<file path="src/rtl/mpadd_pkg.sv">
`default_nettype none
// ---- mpadd_pkg : shared constants and state type for mpadd_256 | rev 1.0 ----
package mpadd_pkg;

   localparam int WIDTH  = 256;
   localparam int WORD_W = 32;
   localparam int NWORDS = WIDTH / WORD_W;
   localparam int CNT_W  = $clog2(NWORDS);

   typedef enum logic [1:0] {
      IDLE = 2'd0,
      BUSY = 2'd1,
      DONE = 2'd2
   } state_t;

endpackage
`default_nettype wire

</file>
<file path="src/rtl/mpadd_word_add.sv">
`default_nettype none
// ---- mpadd_word_add : W-bit combinational adder with carry in/out | rev 1.0 ----
module mpadd_word_add #(
   parameter int W = 32
) (
   input  logic [W-1:0] a,
   input  logic [W-1:0] b,
   input  logic         cin,
   output logic [W-1:0] sum,
   output logic         cout
);

   assign {cout, sum} = {1'b0, a} + {1'b0, b} + {{W{1'b0}}, cin};

endmodule
`default_nettype wire

</file>
<file path="src/rtl/mpadd_256.sv">
`default_nettype none
// ---- mpadd_256 : word-serial 256-bit unsigned adder, 257-bit registered sum | rev 1.0 ----
module mpadd_256
   import mpadd_pkg::*;
(
   input  logic             CLK,
   input  logic             RST_N,
   input  logic [WIDTH-1:0] a_in,
   input  logic [WIDTH-1:0] b_in,
   input  logic             write,
   input  logic             start,
   output logic [WIDTH:0]   s_out,
   output logic             ready
);

   state_t             r_state;
   logic [WIDTH-1:0]   r_a;
   logic [WIDTH-1:0]   r_b;
   logic [WIDTH-1:0]   r_sum;
   logic               r_carry;
   logic [CNT_W-1:0]   r_cnt;

   logic [WORD_W-1:0]  w_sum;
   logic               w_cout;

   mpadd_word_add #(
      .W (WORD_W)
   ) u_word_add (
      .a    (r_a[WORD_W-1:0]),
      .b    (r_b[WORD_W-1:0]),
      .cin  (r_carry),
      .sum  (w_sum),
      .cout (w_cout)
   );

   // Operands rotate rather than shift so that after NWORDS steps they are
   // back in place and a repeated start recomputes the same sum.
   always_ff @(posedge CLK) begin
      if (!RST_N) begin
         r_state <= IDLE;
         r_a     <= '0;
         r_b     <= '0;
         r_sum   <= '0;
         r_carry <= 1'b0;
         r_cnt   <= '0;
         s_out   <= '0;
         ready   <= 1'b0;
      end else begin
         case (r_state)
            IDLE, DONE: begin
               if (write) begin
                  r_a     <= a_in;
                  r_b     <= b_in;
                  ready   <= 1'b0;
                  r_state <= IDLE;
               end else if (start) begin
                  r_carry <= 1'b0;
                  r_cnt   <= '0;
                  ready   <= 1'b0;
                  r_state <= BUSY;
               end
            end
            BUSY: begin
               r_a     <= {r_a[WORD_W-1:0], r_a[WIDTH-1:WORD_W]};
               r_b     <= {r_b[WORD_W-1:0], r_b[WIDTH-1:WORD_W]};
               r_sum   <= {w_sum, r_sum[WIDTH-1:WORD_W]};
               r_carry <= w_cout;
               if (r_cnt == CNT_W'(NWORDS - 1)) begin
                  r_cnt   <= '0;
                  s_out   <= {w_cout, w_sum, r_sum[WIDTH-1:WORD_W]};
                  ready   <= 1'b1;
                  r_state <= DONE;
               end else begin
                  r_cnt <= r_cnt + 1'b1;
               end
            end
            default: r_state <= IDLE;
         endcase
      end
   end

endmodule
`default_nettype wire

</file>
<file path="config.mk">
export PLATFORM = sky130hd
export DESIGN_NAME = mpadd_256
export DESIGN_NICKNAME = d
export VERILOG_FILES = /design/src/rtl/mpadd_pkg.sv /design/src/rtl/mpadd_word_add.sv /design/src/rtl/mpadd_256.sv
export SDC_FILE = /design/constraint.sdc
export NUM_CORES = 2
export LEC_CHECK = 0
export ABC_AREA = 0
export BUFFER_PORTS_ARGS = -buffer_cell sky130_fd_sc_hd__buf_4
export CORE_AREA = 2 2 299 301
export CTS_CLUSTER_SIZE = 25
export DETAILED_ROUTE_END_ITERATION = 8
export DIE_AREA = 0 0 301 303
export PLACE_DENSITY = 0.7
export SLEW_MARGIN = 20
export SYNTH_ARGS = -nofsm -noshare
export SYNTH_HDL_FRONTEND = slang
export SYNTH_SLANG_ARGS = --single-unit
</file>
<file path="constraint.sdc">
create_clock -name CLK -period 3.8 [get_ports CLK]
set_input_delay 0.95 -clock CLK [delete_from_list [all_inputs] [get_ports CLK]]
set_output_delay 0.95 -clock CLK [all_outputs]
set_load 0.02 [all_outputs]
</file>
# Word level (Yosys, flattened, before mapping)
# Index checks and enable logic that the tools add are counted.
totals:
  reg_bits: 1032
  inputBits: 516
classes:
  muxes: 18
  add_sub_neg: 3
  reduce_logical: 8
  eq_ne: 8
op_table:
  columns: ["operator", "count"]
  rows:
  - ["$pmux W256 S2", 2]
  - ["$mux W256", 2]
  - ["$add A32 B32 Y33", 1]
  - ["$add A33 B1 Y33", 1]
  - ["$mux W3", 3]
  - ["$ne A2 B2 Y1 const B", 4]
  - ["$mux W2", 3]
  - ["$pmux W3 S2", 1]
  - ["$reduce_and A2 Y1", 3]
  - ["$reduce_and A3 Y1", 2]
  - ["$mux W1", 4]
  - ["$pmux W1 S2", 2]
  - ["$pmux W2 S2", 1]
  - ["$add A3 B1 Y3 const B", 1]
  - ["$eq A3 B3 Y1 const B", 1]
  - ["$ne A3 B3 Y1 const B", 1]
  - ["$eq A2 B1 Y1 const B", 1]
  - ["$eq A2 B2 Y1 const B", 1]
  - ["$logic_not A2 Y1", 1]
  - ["$reduce_bool A2 Y1", 1]
  - ["$reduce_or A2 Y1", 1]

# Logic depth before layout (Yosys ltp)
depth:
  word_depth: 4
  mapped_depth: 9
  ltp_nobuf: 9

# Modules after synthesis
# From an unflattened synthesis, not the netlist that was laid out.
hier_totals:
  cells_unflattened: 5203
  hier_area_um2: 41038.1
by_module_without_submodules:
  columns: ["mod", "cells_each", "instances", "seq_area_each_um2", "area_each_um2"]
  rows:
  - ["mpadd_256", 4966, 1, 20019.2, 39324.0]
  - ["mpadd_word_add", 237, 1, 0.0, 1714.1]

# Worst setup path before layout
# No wires, ideal clock.
synth_path:
  path_type: "reg2reg"
  start: "register r_a[0]"
  end: "register r_carry"
  synth_period_minus_slack_ps: 2714
  stages_incl_launch_ff: 10
  arrival_time_ps: 2599
  setup_slack_ps: 1086
  cell_sequence: "dfxtp_1 -> fa_1 -> fa_1 -> a21o_1 -> a221oi_2 -> o21a_4 -> a21oi_4 -> o311ai_1 -> a21oi_1 -> o21a_1"
synth_via:
  elab_chain_len: 3
synth_rtl:
  columns: ["item", "line_no", "rtl"]
  rows:
  - ["from (decl)", "mpadd_256.sv:17", "logic [WIDTH-1:0] r_a;"]
  - ["from (signal assigned)", "mpadd_256.sv:52", "r_a <= a_in;"]
  - ["from (signal assigned)", "mpadd_256.sv:64", "r_a <= {r_a[WORD_W-1:0], r_a[WIDTH-1:WORD_W]};"]
  - ["$add A32 B32 Y33", "mpadd_word_add.sv:13", "assign {cout, sum} = {1'b0, a} + {1'b0, b} + {{W{1'b0}}, cin};"]
  - ["$add A33 B1 Y33", "mpadd_word_add.sv:13", null]
  - ["$pmux W1 S2", "mpadd_256.sv:49", "case (r_state)"]
  - ["to (signal assigned)", "mpadd_256.sv:67", "r_carry <= w_cout;"]
  - ["to (decl)", "mpadd_256.sv:20", "logic r_carry;"]
# Every way passes these cells.
# A chain may end at the register's enable or synchronous reset.

# Worst setup path after layout
layout_path:
  start: "register r_a[0]"
  end: "register s_out[254]"
layout_via:
  elab_chain_len: 2
layout_rtl:
  columns: ["item", "line_no", "rtl"]
  rows:
  - ["$add A32 B32 Y33", "mpadd_word_add.sv:13", null]
  - ["$add A33 B1 Y33", "mpadd_word_add.sv:13", null]
  - ["to (signal assigned)", "mpadd_256.sv:70", "s_out <= {w_cout, w_sum, r_sum[WIDTH-1:WORD_W]};"]
  - ["to (decl)", "mpadd_256.sv:12", "output logic [WIDTH:0] s_out,"]
# Every way passes these cells.

==> impl_summary.txt <==
----------------------------------------------------
[Run status]
  Run status ... finished clean

[Routing]
  WL/cell ... 21.2 um
  Vias per inst ... between 5 and 6
  1st-iter DRT viols ... between 4000 and 5000
  Total via count after detailed routing ... between 30000 and 40000
  Final routed DRC violation total ... 0
  Final wirelength ... ~150 mm
  Antenna Violating Nets Remaining ... 0
  Length of the first detailed-routing pass in iterations ... 6

[Global route]
  Busiest grt layer ... met2
  First-pass GRT wire length ... about 210 mm
  Via count of the first global-routing pass ... about 35000
  Met1 layer usage reported by global route ... roughly 40%
  Number of antenna violations at the first check in global routing ... 26
  Global route total overflow ... 0
  Grt met2 use ... approximately 51%
  Pin count of the biggest net entering global routing ... 173
  Global routing usage summed across all routing layers ... a little under a third
  Met3 Use GR ... 5.38%

[Power and ir drop]
  Leakage power total ... between 15 and 20 nW
  Peak ir drop on the vdd network ... between 300 and 400 uV
  Post-layout total power ... 25.0 mW
  Power per standard cell area ... 497 mW/mm^2

[Die]
  Die height ... 303 um
  Die Wd ... approximately 300 um
  IO Pins ... roughly 770
  Core Footprint ... roughly 0.088 mm^2
  Number of cell rows ... around 110
  Initial Util ... a little under half
  Die Area ... just over 0.09 mm^2

[Logic synthesis]
  Flop and latch count out of synthesis ... 1000
  Post-synth net total ... just under 6000
  Yosys top cell by area ... sky130_fd_sc_hd__dfxtp_1
  Number of standard cells after synthesis ... between 5000 and 6000
  Post-synthesis sequential area ratio ... approximately half
  Mean instance size in the synthesized netlist ... 7.70 um^2
  Mapped cell area ... between 0.04 and 0.05 mm^2
  Async set-or-reset flop fraction in the synthesized netlist ... 0%
  Leading cell types by count after synthesis ... 1953 x sky130_fd_sc_hd__nand2_1, 1000 x sky130_fd_sc_hd__dfxtp_1, 558 x sky130_fd_sc_hd__nor2_1
  Area share of the leading cell type in the synthesized netlist ... 49.8%
  Most frequently used cell type in the post-synthesis netlist ... sky130_fd_sc_hd__nand2_1
  Yosys Warn Count ... 0
  Ranking of synthesized cells by area ... sky130_fd_sc_hd__dfxtp_1 50%, sky130_fd_sc_hd__nand2_1 18%, sky130_fd_sc_hd__a311oi_1 11%
  Number of flops mapped to enable cells by yosys ... 0
  Dominant register cell in the synthesized netlist ... sky130_fd_sc_hd__dfxtp_1
  Library cells used by synthesis ... between 60 and 70

[Worst setup path]
  Beginning of the worst register-to-register path ... r_a[0]
  Terminus of the critical flop-to-flop path ... s_out[254]
  Reg2Reg Depth ... 8
  Largest fanout of any net on the critical path ... 4
  Critical Setup Path Class ... reg -> reg
  Capturing instance or port of the critical path ... s_out[254]
  Data required, critical path ... about 4.3 ns
  Arr. time, crit path ... around 3.5 ns
  R2R setup slack ... approximately 0.84 ns
  Type of element launching the critical path ... register
  Setup crit end kind ... register
  CP startpoint ... r_a[0]

[STA]
  Worst slew margin relative to its limit ... around 29%
  Measured slew at the worst slew-check pin ... around 1.1 ns
  Final Hold Fails ... 0
  Maximum clock rate ... 0.338 GHz
  Period minus WS final ... approximately 3 ns
  Worst-case clock skew ... 0.0227 ns
  Hold WS ... approximately 0.45 ns
  Pins Over Slew Limit ... 0
  Period Utilization, post-route ... 78.0%
  Unrepaired setup endpoints after global routing ... false
  Final worst setup slack ... roughly 0.84 ns
  Setup_tns ... 0 ns
  Final number of setup-violating endpoints ... 0

[Placement]
  Post-detailed-placement half-perimeter wirelength ... between 100 and 150 mm
  Area after DPL ... 0.0469 mm^2
  Gp weighted congestion ... 0.917
  Input/output buffers ... 773
  Worst slack after detailed placement ... 0.850 ns

[CTS]
  TritonCTS clock tree ... done
  Post-cts repair resize count ... 0
  CTS buffer count ... 101
  Number of clock sinks seen by CTS ... 1000
  Worst-path clk slew ... around 0.070 ns
  Insertion delay to the later sink of the worst-skew pair ... approximately 0.67 ns
  Number of post-CTS setup repair buffers ... 0
  Maximum level of the CTS H-tree ... 3
  Hold buffer count at CTS ... 0
  Buffer depth of the longest clock path ... 3
  Library cell used as clock root buffer ... sky130_fd_sc_hd__clkbuf_16

[Min path]
  HP Class ... reg -> reg
  Number of stages on the worst hold path ... 2

[Run]
  Count of max-cap constraint violations ... 0

[Cells and area]
  Layout cells sized above 1 ... between 10% and 20%
  Cell area after layout ... just over 0.05 mm^2
  P&R area growth vs syn ... 25.1%
  Final layout net count ... approximately 6300

----------------------------------------------------
layout by cell type, fill, tap and decap left out, types with 7 or more instances in the layout:
| master | netlist | routed |
|---|---|---|
| sky130_fd_sc_hd__a211oi_1 | 17 | 17 |
| sky130_fd_sc_hd__a21o_1 | 12 | 12 |
| sky130_fd_sc_hd__a21oi_1 | 479 | 479 |
| sky130_fd_sc_hd__a311oi_1 | 512 | 512 |
| sky130_fd_sc_hd__a31oi_1 | 7 | 7 |
| sky130_fd_sc_hd__buf_12 | 0 | 43 |
| sky130_fd_sc_hd__buf_4 | 6 | 813 |
| sky130_fd_sc_hd__bufinv_16 | 0 | 8 |
| sky130_fd_sc_hd__clkbuf_1 | 411 | 18 |
| sky130_fd_sc_hd__clkbuf_16 | 0 | 103 |
| sky130_fd_sc_hd__clkbuf_8 | 3 | 23 |
| sky130_fd_sc_hd__clkinv_2 | 0 | 12 |
| sky130_fd_sc_hd__dfxtp_1 | 1000 | 1000 |
| sky130_fd_sc_hd__diode_2 | 0 | 19 |
| sky130_fd_sc_hd__ha_1 | 33 | 33 |
| sky130_fd_sc_hd__inv_1 | 8 | 8 |
| sky130_fd_sc_hd__nand2_1 | 1953 | 1952 |
| sky130_fd_sc_hd__nand3_1 | 16 | 16 |
| sky130_fd_sc_hd__nand4_1 | 21 | 21 |
| sky130_fd_sc_hd__nor2_1 | 558 | 558 |
| sky130_fd_sc_hd__nor3_1 | 9 | 9 |
| sky130_fd_sc_hd__o21ai_0 | 25 | 25 |
| sky130_fd_sc_hd__o221ai_1 | 9 | 9 |
| sky130_fd_sc_hd__xnor2_1 | 10 | 10 |
| sky130_fd_sc_hd__xor2_1 | 7 | 7 |
worst min-delay path by stage:
stage              start  slack [ns]   endpoint
2_1_floorplan  r_sum[32]        0.43   s_out[0]
4_1_cts        r_sum[63]        0.45  s_out[31]
6_report       r_sum[63]        0.45  s_out[31]
5_1_grt        r_sum[63]        0.46  s_out[31]
3_3_place_gp   r_sum[63]        0.44  s_out[31]
3_5_place_dp   r_sum[59]        0.45  s_out[27]
area by class of cell:
| cell class | instances | area (um^2) |
|---|---|---|
| antenna | 19 | 47.5 |
| clock buffer | 144 | 2960 |
| clock inverter | 32 | 455 |
| fill | 8276 | 37600 |
| inverter | 9 | 41.3 |
| multi-input combinational | 3756 | 18400 |
| sequential | 1000 | 20000 |
| tap | 1165 | 1460 |
| timing repair buffer | 856 | 6960 |
flip-flops by register name, indices dropped and copies added, names as in the netlist:
signal and count:
s_out 257, r_b 256, r_cnt 3, r_sum 224, r_state 2, r_carry 1
ready 1, r_a 256
power breakdown:
part / total (mW) / internal [mW] / leakage (nW) / switching (mW)
registers: 11.6 / 11.1 / 8.19 / 0.487
clock network: 10.3 / 5.97 / 1.67 / 4.31
logic: 3.13 / 1.21 / 10.1 / 1.92
total: 25.0 / 18.3 / 19.9 / 6.72
per-layer routing:
metal  wire [um]  vias up  share of wire, %
met5          82        -             0.055
met4        6190       12               4.2
met3       11400      262               7.7
met2       70500     1488                48
met1       60100    18337                41
li1            -    18822                 -
cell families (layout without fill, tap and decap cells):
kind of cell	Yosys count	after routing	share of synthesized area [%]
AND/OR/NAND/NOR	2586	2586	24.6
AO/OA/AOI/OAI	1115	1115	19.5
flip-flops	1000	1000	49.8
buffers and inverters	472	1041	4.62
adder cells (fa/ha/maj)	35	35	1.13
XOR/XNOR	17	17	0.370
multiplexers	3	3	0.0746
other	0	19	0
worst max-delay path, stage by stage (launching register included):
cell and delay (ns):
sky130_fd_sc_hd__dfxtp_1 0.34, sky130_fd_sc_hd__fa_1 0.49, sky130_fd_sc_hd__fa_1 0.42, sky130_fd_sc_hd__a21o_1 0.22, sky130_fd_sc_hd__a221oi_2 0.35, sky130_fd_sc_hd__o21a_4 0.24, sky130_fd_sc_hd__a211oi_1 0.08, sky130_fd_sc_hd__a211oi_1 0.47
sky130_fd_sc_hd__o221ai_1 0.20
stage by stage:
stage,instances,util [%]
floorplan,5228,-
global placement,6786,53.3
detailed placement,6786,53.3
CTS,6962,57.2
global route,6978,57.2
finish,6981,57.2
Power figures use the tool's default switching activity.
